## config.mk

```make
export PLATFORM = sky130hd
export DESIGN_NAME = vga_frame_fetch
export DESIGN_NICKNAME = d
export VERILOG_FILES = /design/src/rtl/vga_frame_fetch.sv
export SDC_FILE = /design/constraint.sdc
export NUM_CORES = 1
export LEC_CHECK = 0
export CORE_UTILIZATION = 60
export DETAILED_ROUTE_END_ITERATION = 10
export PLACE_DENSITY_LB_ADDON = 0.2
export SYNTH_ARGS = -nofsm -noshare
export SYNTH_HDL_FRONTEND = slang
export SYNTH_SLANG_ARGS = --single-unit
```

## constraint.sdc

```tcl
create_clock -name clk -period 6.15 [get_ports clk]
set_input_delay 1.5375 -clock clk [delete_from_list [all_inputs] [get_ports clk]]
set_output_delay 1.5375 -clock clk [all_outputs]
set_load 0.1 [all_outputs]
```

## src/rtl/vga_frame_fetch.sv

```systemverilog
// Framebuffer fetch stage: pulls one 160-pixel RGB332 source row into a line buffer
// during horizontal blanking and expands it 4x in both directions onto the 640x480 raster.
module vga_frame_fetch #(
    parameter int FB_BASE = 0,
    parameter int ADDR_W  = 13,
    parameter int MEM_LAT = 1
) (
    input  logic              clk,
    input  logic              rst,
    input  logic [9:0]        x,
    input  logic [9:0]        y,
    output logic [ADDR_W-1:0] mem_addr,
    output logic              mem_rd_en,
    input  logic [31:0]       mem_rdata,
    output logic [7:0]        r,
    output logic [7:0]        g,
    output logic [7:0]        b,
    output logic              fetch_busy,
    output logic              overrun
);

    localparam int WORDS = 40;

    typedef enum logic [1:0] {
        IDLE,
        ISSUE,
        DRAIN
    } state_e;

    state_e            state_q, state_d;
    logic [5:0]        wcnt_q, wcnt_d;
    logic [6:0]        row_q, row_d;
    logic              buf_valid_q, buf_valid_d;
    logic              overrun_q, overrun_d;

    logic [MEM_LAT-1:0] cap_vld_q;
    logic [5:0]         cap_idx_q [MEM_LAT];
    logic [31:0]        line_buf_q [WORDS];

    logic               trigger;
    logic [6:0]         trig_row;
    logic [ADDR_W-1:0]  row_base;
    logic               cap_vld;
    logic [5:0]         cap_idx;

    logic [5:0]         word_idx;
    logic [31:0]        sel_word;
    logic [7:0]         pix;
    logic               active;
    logic [7:0]         r_q, g_q, b_q;

    // Fetch the source row needed by the *next* display line; y==524 primes row 0.
    assign trigger  = (x == 10'd640) &&
                      ((y == 10'd524) || ((y < 10'd479) && (y[1:0] == 2'b11)));
    assign trig_row = (y == 10'd524) ? 7'd0 : 7'((y + 10'd1) >> 2);
    assign row_base = ADDR_W'(FB_BASE) + (ADDR_W'(row_q) << 5) + (ADDR_W'(row_q) << 3);

    assign cap_vld  = cap_vld_q[MEM_LAT-1];
    assign cap_idx  = cap_idx_q[MEM_LAT-1];

    // NOTE: every always_comb output gets a default first so no latch is inferred.
    always_comb begin
        state_d     = state_q;
        wcnt_d      = wcnt_q;
        row_d       = row_q;
        buf_valid_d = buf_valid_q;
        overrun_d   = overrun_q;
        mem_rd_en   = 1'b0;
        mem_addr    = '0;

        if (trigger && (state_q != IDLE)) begin
            overrun_d = 1'b1;
        end

        case (state_q)
            IDLE: begin
                if (trigger) begin
                    row_d   = trig_row;
                    wcnt_d  = 6'd0;
                    state_d = ISSUE;
                end
            end
            ISSUE: begin
                mem_rd_en = 1'b1;
                mem_addr  = row_base + ADDR_W'(wcnt_q);
                wcnt_d    = wcnt_q + 6'd1;
                if (wcnt_q == 6'(WORDS - 1)) begin
                    state_d = DRAIN;
                end
            end
            DRAIN: begin
                if (cap_vld && (cap_idx == 6'(WORDS - 1))) begin
                    buf_valid_d = 1'b1;
                    state_d     = IDLE;
                end
            end
            default: state_d = IDLE;
        endcase
    end

    // NOTE: sequential state uses non-blocking assignments so all registers update together.
    always_ff @(posedge clk) begin
        if (rst) begin
            state_q     <= IDLE;
            wcnt_q      <= 6'd0;
            row_q       <= 7'd0;
            buf_valid_q <= 1'b0;
            overrun_q   <= 1'b0;
        end else begin
            state_q     <= state_d;
            wcnt_q      <= wcnt_d;
            row_q       <= row_d;
            buf_valid_q <= buf_valid_d;
            overrun_q   <= overrun_d;
        end
    end

    // Read-return tracker: {valid, word index} delayed to line up with mem_rdata.
    always_ff @(posedge clk) begin
        if (rst) begin
            cap_vld_q <= '0;
            for (int i = 0; i < MEM_LAT; i++) begin
                cap_idx_q[i] <= 6'd0;
            end
        end else begin
            cap_vld_q[0] <= mem_rd_en;
            cap_idx_q[0] <= wcnt_q;
            for (int i = 1; i < MEM_LAT; i++) begin
                cap_vld_q[i] <= cap_vld_q[i-1];
                cap_idx_q[i] <= cap_idx_q[i-1];
            end
        end
    end

    // NOTE: the line buffer has no reset; buf_valid gates its use, so stale contents never reach the DAC.
    always_ff @(posedge clk) begin
        if (cap_vld) begin
            line_buf_q[cap_idx] <= mem_rdata;
        end
    end

    always_comb begin
        word_idx = x[9:4];
        sel_word = (word_idx < 6'(WORDS)) ? line_buf_q[word_idx] : 32'd0;
        pix      = sel_word[{x[3:2], 3'b000} +: 8];
        active   = (x < 10'd640) && (y < 10'd480) && buf_valid_q;
    end

    always_ff @(posedge clk) begin
        if (rst) begin
            r_q <= 8'd0;
            g_q <= 8'd0;
            b_q <= 8'd0;
        end else if (active) begin
            r_q <= {pix[7:5], pix[7:5], pix[7:6]};
            g_q <= {pix[4:2], pix[4:2], pix[4:3]};
            b_q <= {pix[1:0], pix[1:0], pix[1:0], pix[1:0]};
        end else begin
            r_q <= 8'd0;
            g_q <= 8'd0;
            b_q <= 8'd0;
        end
    end

    assign r          = r_q;
    assign g          = g_q;
    assign b          = b_q;
    assign fetch_busy = (state_q != IDLE);
    assign overrun    = overrun_q;

endmodule

```

Yosys cells after proc, flatten, opt, wreduce, memory -nomap -nowiden
Memories as Yosys holds them, arrays and structs flattened.
Index checks and enable logic that the tools add are counted.
Widths: inputs -> output; s select.
Word-level totals
  bits in writable memories: 1286
  memories: 2
  flip-flop bits (word level): 42
  logic and storage cells: 64
  output and inout bits: 40
  latch bits: 0
  input bits: 54
  bits in read-only memories: 0
Memory list
  line_buf_q: depth 40, bits a word 32, read ports 1, clocked after memory_dff 0, wr ports 1, RTL line 38  | logic [31:0] line_buf_q [WORDS];
  cap_idx_q: depth 1, bits a word 6, read ports 1, clocked after memory_dff 0, wr ports 1, RTL line 37  | logic [5:0] cap_idx_q [MEM_LAT];
Cells by class
  multiply operators: 0
  multiplexer cells: 17
  eq/ne operators: 10
  magnitude comparators: 4
  shift operators: 1
  reductions and logical operators: 16
  bitwise gates (word level): 1
  div/mod/pow operators: 0
  add/sub/neg operators: 4
Operators with widths (count)
  $mux 32: 1
  $shiftx 32x6->8: 1
  $eq 10x10->1 const B: 2
  $lt 10x9->1 const B: 2
  $add 12x10->13: 1
  $add 13x6->13: 1
  $mux 13: 1
  $eq 6x6->1 const B: 2
  $mux 6: 2
  $pmux 6 s2: 1
  $lt 10x10->1 const B: 1
  $add 9x1->9 const B: 1
  $mux 1: 7
  $mux 7: 1
  $add 6x1->6 const B: 1
  $logic_and 1x1->1: 6
  $lt 6x6->1 const B: 1
  $mux 2: 3
  $ne 2x2->1 const B: 3
  $pmux 2 s3: 1
  $reduce_and 2->1: 3
  $reduce_or 6->1: 1
  $eq 2x2->1 const B: 2
  $reduce_bool 2->1: 2
  6 further kinds: 6

Depth between registers and ports, before layout
  depth after elaboration: 6
  depth in mapped cells: 12

Worst setup path after synthesis
No wires, ideal clock.
  path kind: reg2out
  from: reg wcnt_q[5]
  to: out mem_addr[10]
  data arrival time: 4027 ps
  buffers on the path: 0
  path slack: 585 ps
  cell stages (with the launch flop): 11
  cell sequence: dfxtp_1 inv_1 fa_1 inv_1 fa_1 a21oi_1 o21bai_1 a21o_1 a21oi_1 nor2b_1 nor3_1
On the way
  word-level cells in the longest chain between the ends: 2
Ends and longest elaborated chain
  start, declared: RTL line 31  | logic [5:0] wcnt_q, wcnt_d;
  start signal, assigned: RTL line 111  | wcnt_q <= wcnt_d;
  $add 13x6->13: RTL line 85  | mem_addr = row_base + ADDR_W'(wcnt_q);
  $mux 13: RTL line 75  | case (state_q)
  end, declared: RTL line 12  | output logic [ADDR_W-1:0] mem_addr,
Every way passes these cells.

Final worst setup path
  from: reg wcnt_q[5]
  to: out mem_addr[9]
Same word-level chain as after synthesis.

==> summary.md <==
| Metric | Value |
|---|---|
| Sequential share of the synthesized area | `0.759` |
| Number of synthesized flops with an enable pin | `1280` |
| HPWL Detailed | `68300 um` |
| Total negative slack | `0 ns` |
| Area share of xor/xnor cells in the synthesized design | `0.00221` |
| Pwr/cell area | `315 nW/um^2` |
| Die footprint | `87000 um^2` |
| Post-DRT Antenna Nets | `0` |
| Synth Area in Compound Gates | `0.0245` |
| Grt total ovfl | `0` |
| Hold slack | `0.509 ns` |
| Reg2Reg Setup Slack | `3.24 ns` |
| Total number of vias | `25500` |
| All-layer global routing usage | `0.298` |
| Post-Synthesis Cells | `2386` |
| Detail-routed via count per cell | `6.70` |
| Hold path cells | `2` |
| CTS H-Tree Depth | `4` |
| Fraction of synthesized area in multiplexers | `0.165` |
| WP data arrival | `4.10 ns` |
| CP startpoint kind | `flop` |
| Core Rows | `107` |
| Status | `finished, final reports clean` |
| DRT Pass-1 Iters | `6` |
| Clk_lat worst skew | `0.73 ns` |
| Post-synthesis net count | `2456` |
| Antenna violations before repair | `4` |
| Post-Route WL | `125000 um` |
| Die Ht | `295 um` |
| Clock skew | `0.0310 ns` |
| Setup ws final | `0.512 ns` |
| Hold_sp | `row_q[1]` |
| Post-synth top cells | `edfxtp_1, mux4_2, mux2i_1` |
| Critical Path Max Stage Delay | `1.15 ns` |
| Share of cells above drive strength 1 | `0.236` |
| Hold WC Path Type | `reg -> reg` |
| Largest net degree at the start of global routing | `95` |
| Number of I/O port buffers | `93` |
| FILL cells | `5300` |
| Delay-heaviest family, CP | `buffers and inverters` |
| Maxcap violations | `0` |
| Flop pwr share | `0.537` |
| CP bufs+invs | `3` |
| RePlAce Congestion | `0.863` |
| Tmin final | `5.64 ns` |
| Initial DRC count | `3223` |
| Post-cts hold buffer count | `0` |
| Final Hold Fails | `0` |
| Clock buffer depth | `3` |
| Area leader, netlist | `edfxtp_1` |
| Commonest register cell after synthesis | `edfxtp_1` |
| Ant diodes | `0` |
| Crit-path slowest cell | `clkdlybuf4s50_1` |
| CP Data Required Time | `4.61 ns` |
| Simple-Gate Fraction of Synth Area | `0.0247` |
| # setup viols final | `0` |
| Synth top area share | `0.746` |
| Core area | `85100 um^2` |
| Maximum VDD drop | `0.280 mV` |
| Count of final max-slew check failures | `0` |
| NetSw | `3730 uW` |
| CTS tree | `yes` |
| Area share of fa/ha/maj cells after synthesis | `0.00418` |
| Crit-path cells | `inv_1 -> fa_1 -> inv_1 -> ha_1 -> a21o_1 -> a21oi_1 -> o21bai_1 -> a21oi_1 -> xor2_1 -> nor2_1 -> clkdlybuf4s50_1` |
| Most common cell in the netlist | `edfxtp_1` |
| Leakage Power | `0.0184 uW` |
| Ranking of synthesized cells by area | `edfxtp_1, mux4_2, mux2i_1` |
| Cell chosen for the clock root | `clkbuf_16` |
| Worst reg2reg path startpoint | `cap_idx_q[0][3]` |
| Cell Int Power | `14500 uW` |
| Clock power frac | `0.420` |
| Setup Crit Path Kind | `reg -> out` |
| Dpl ws | `1.26 ns` |
| Worst-path clk slew | `0.05 ns` |
| Critical R2R Capture | `line_buf_q[24][27]` |
| Final core utilization | `0.681` |
| Area growth, synth to finish | `12.6%` |
| Period utilization | `0.917` |
| Unrepaired setup endpoints after global routing | `no` |
| Crit end category | `primary output` |
| Total Power | `18300 uW` |
| Sink Count | `1312` |
| TritonCTS Buffers | `131` |
| Syn Area/Cell | `21.6 um^2` |
| Worst-Margin Slew | `1.38 ns` |
| FMAX | `177 MHz` |
| Vias in the first global route | `25700` |
| Final nets | `2626` |
| DRC viols | `0` |
| Slew HR | `0.0745` |
| Initial Utilization | `0.605` |
| Combinational Power Share | `0.043` |
| Switching share of power | `0.204` |
| #FFs+latches synth | `1312` |
| Cell variety after synth | `74` |
| Die Wd | `295 um` |
| Worst Reg-to-Reg Cells | `3` |
| Global-route wire length before repair | `179000 um` |
| WL/cell | `33.0 um` |
| Post-CTS setup buffer count | `0` |
| Ports | `94` |
| Ys async rst share | `0` |
| Hold Path Sink | `row_q[1]` |
| Critical path fanouts, max | `3` |
| Post-cts gate resize count | `0` |
| Largest family of logic cells by synthesized area | `multiplexers` |
| Netlist Area Pre-Place | `51500 um^2` |
| Synth warn | `0` |
worst max path at each step:
stage | start | end | cells past startpoint
final | wcnt_q[5] | mem_addr[9] | 11
after global routing | wcnt_q[5] | mem_addr[9] | 11
after CTS | wcnt_q[5] | mem_addr[9] | 11
after detailed placement | wcnt_q[5] | mem_addr[9] | 11
after global placement | wcnt_q[5] | mem_addr[9] | 11
after floorplan | wcnt_q[5] | mem_addr[10] | 10
routing by layer:
metal | GRT usage | vias to the layer above | routed length, um
li1 | - | 10400 | -
met1 | 0.411 | 13300 | 46300
met2 | 0.467 | 1483 | 60800
met3 | 0.0764 | 277 | 14200
met4 | 0.105 | 8 | 4090
met5 | 0 | - | 47
sequential cells by signal, indices dropped and copies added (netlist names):
name / flops
wcnt_q: 6
cap_vld: 1
line_buf_q: 1280
g: 3
state_q: 2
row_q: 7
cap_idx_q: 6
overrun: 1
b: 2
r: 3
buf_valid_q: 1
cell families (layout without fill, tap and decap cells):
logic type,after synthesis,after routing
xor gates and xnor gates,13,13
AOI/OAI and AO/OA,190,190
DFF,1312,1312
buffers and inverters,157,425
and+or+nand+nor,267,267
adders and majority gates,16,16
muxes,431,431
power by group through the flow:
stage	registers [uW]	logic (uW)	clock network (uW)
6_report	9810	784	7660
5_1_grt	9800	829	8070
4_1_cts	9810	786	7740
3_5_place_dp	10000	781	0
3_3_place_gp	10000	766	0
2_1_floorplan	9990	468	0
layout by cell type (no fill, tap or decap), drive strengths merged, types with 11 or more instances in the layout:
cell           synthesis  final
edfxtp              1280   1280
mux4                 323    323
clkbuf                35    170
buf                  107     95
mux2i                 92     92
nor2                  91     91
clkdlybuf4s50          0     85
nand2                 57     57
a21oi                 48     48
clkinv                 1     45
o21ai                 35     35
dfxtp                 32     32
nand3                 30     30
nor2b                 21     21
inv                   13     19
mux2                  16     16
a31oi                 14     14
ha                    14     14
nor3                  13     13
a211oi                12     12
o22ai                 11     11
layout make-up:
cell class              count  area (um^2)  share of cell area
inverters                  14         52.6            0.000906
well taps                1144         1430              0.0247
repair buffers            180         1690              0.0291
multi-input cells         917        11700               0.201
clock inverters            61          557             0.00960
flip-flops and latches   1312        39100               0.674
clock buffers             170         3540              0.0611
worst reg2reg max path, cell delays in order (launching register included):
cell and delay (ns):
dfxtp_1 0.41, nand3b_1 0.61, nor2_4 1.01, buf_4 0.52
through the flow:
step / cell area, um^2 / std cells
4_1_cts: 58000 / 3798
5_1_grt: 58000 / 3798
2_1_floorplan: 51500 / 2386
6_report: 58000 / 3798
3_3_place_gp: 53900 / 3567
3_5_place_dp: 53900 / 3567
(Power assumes the default switching activity.)
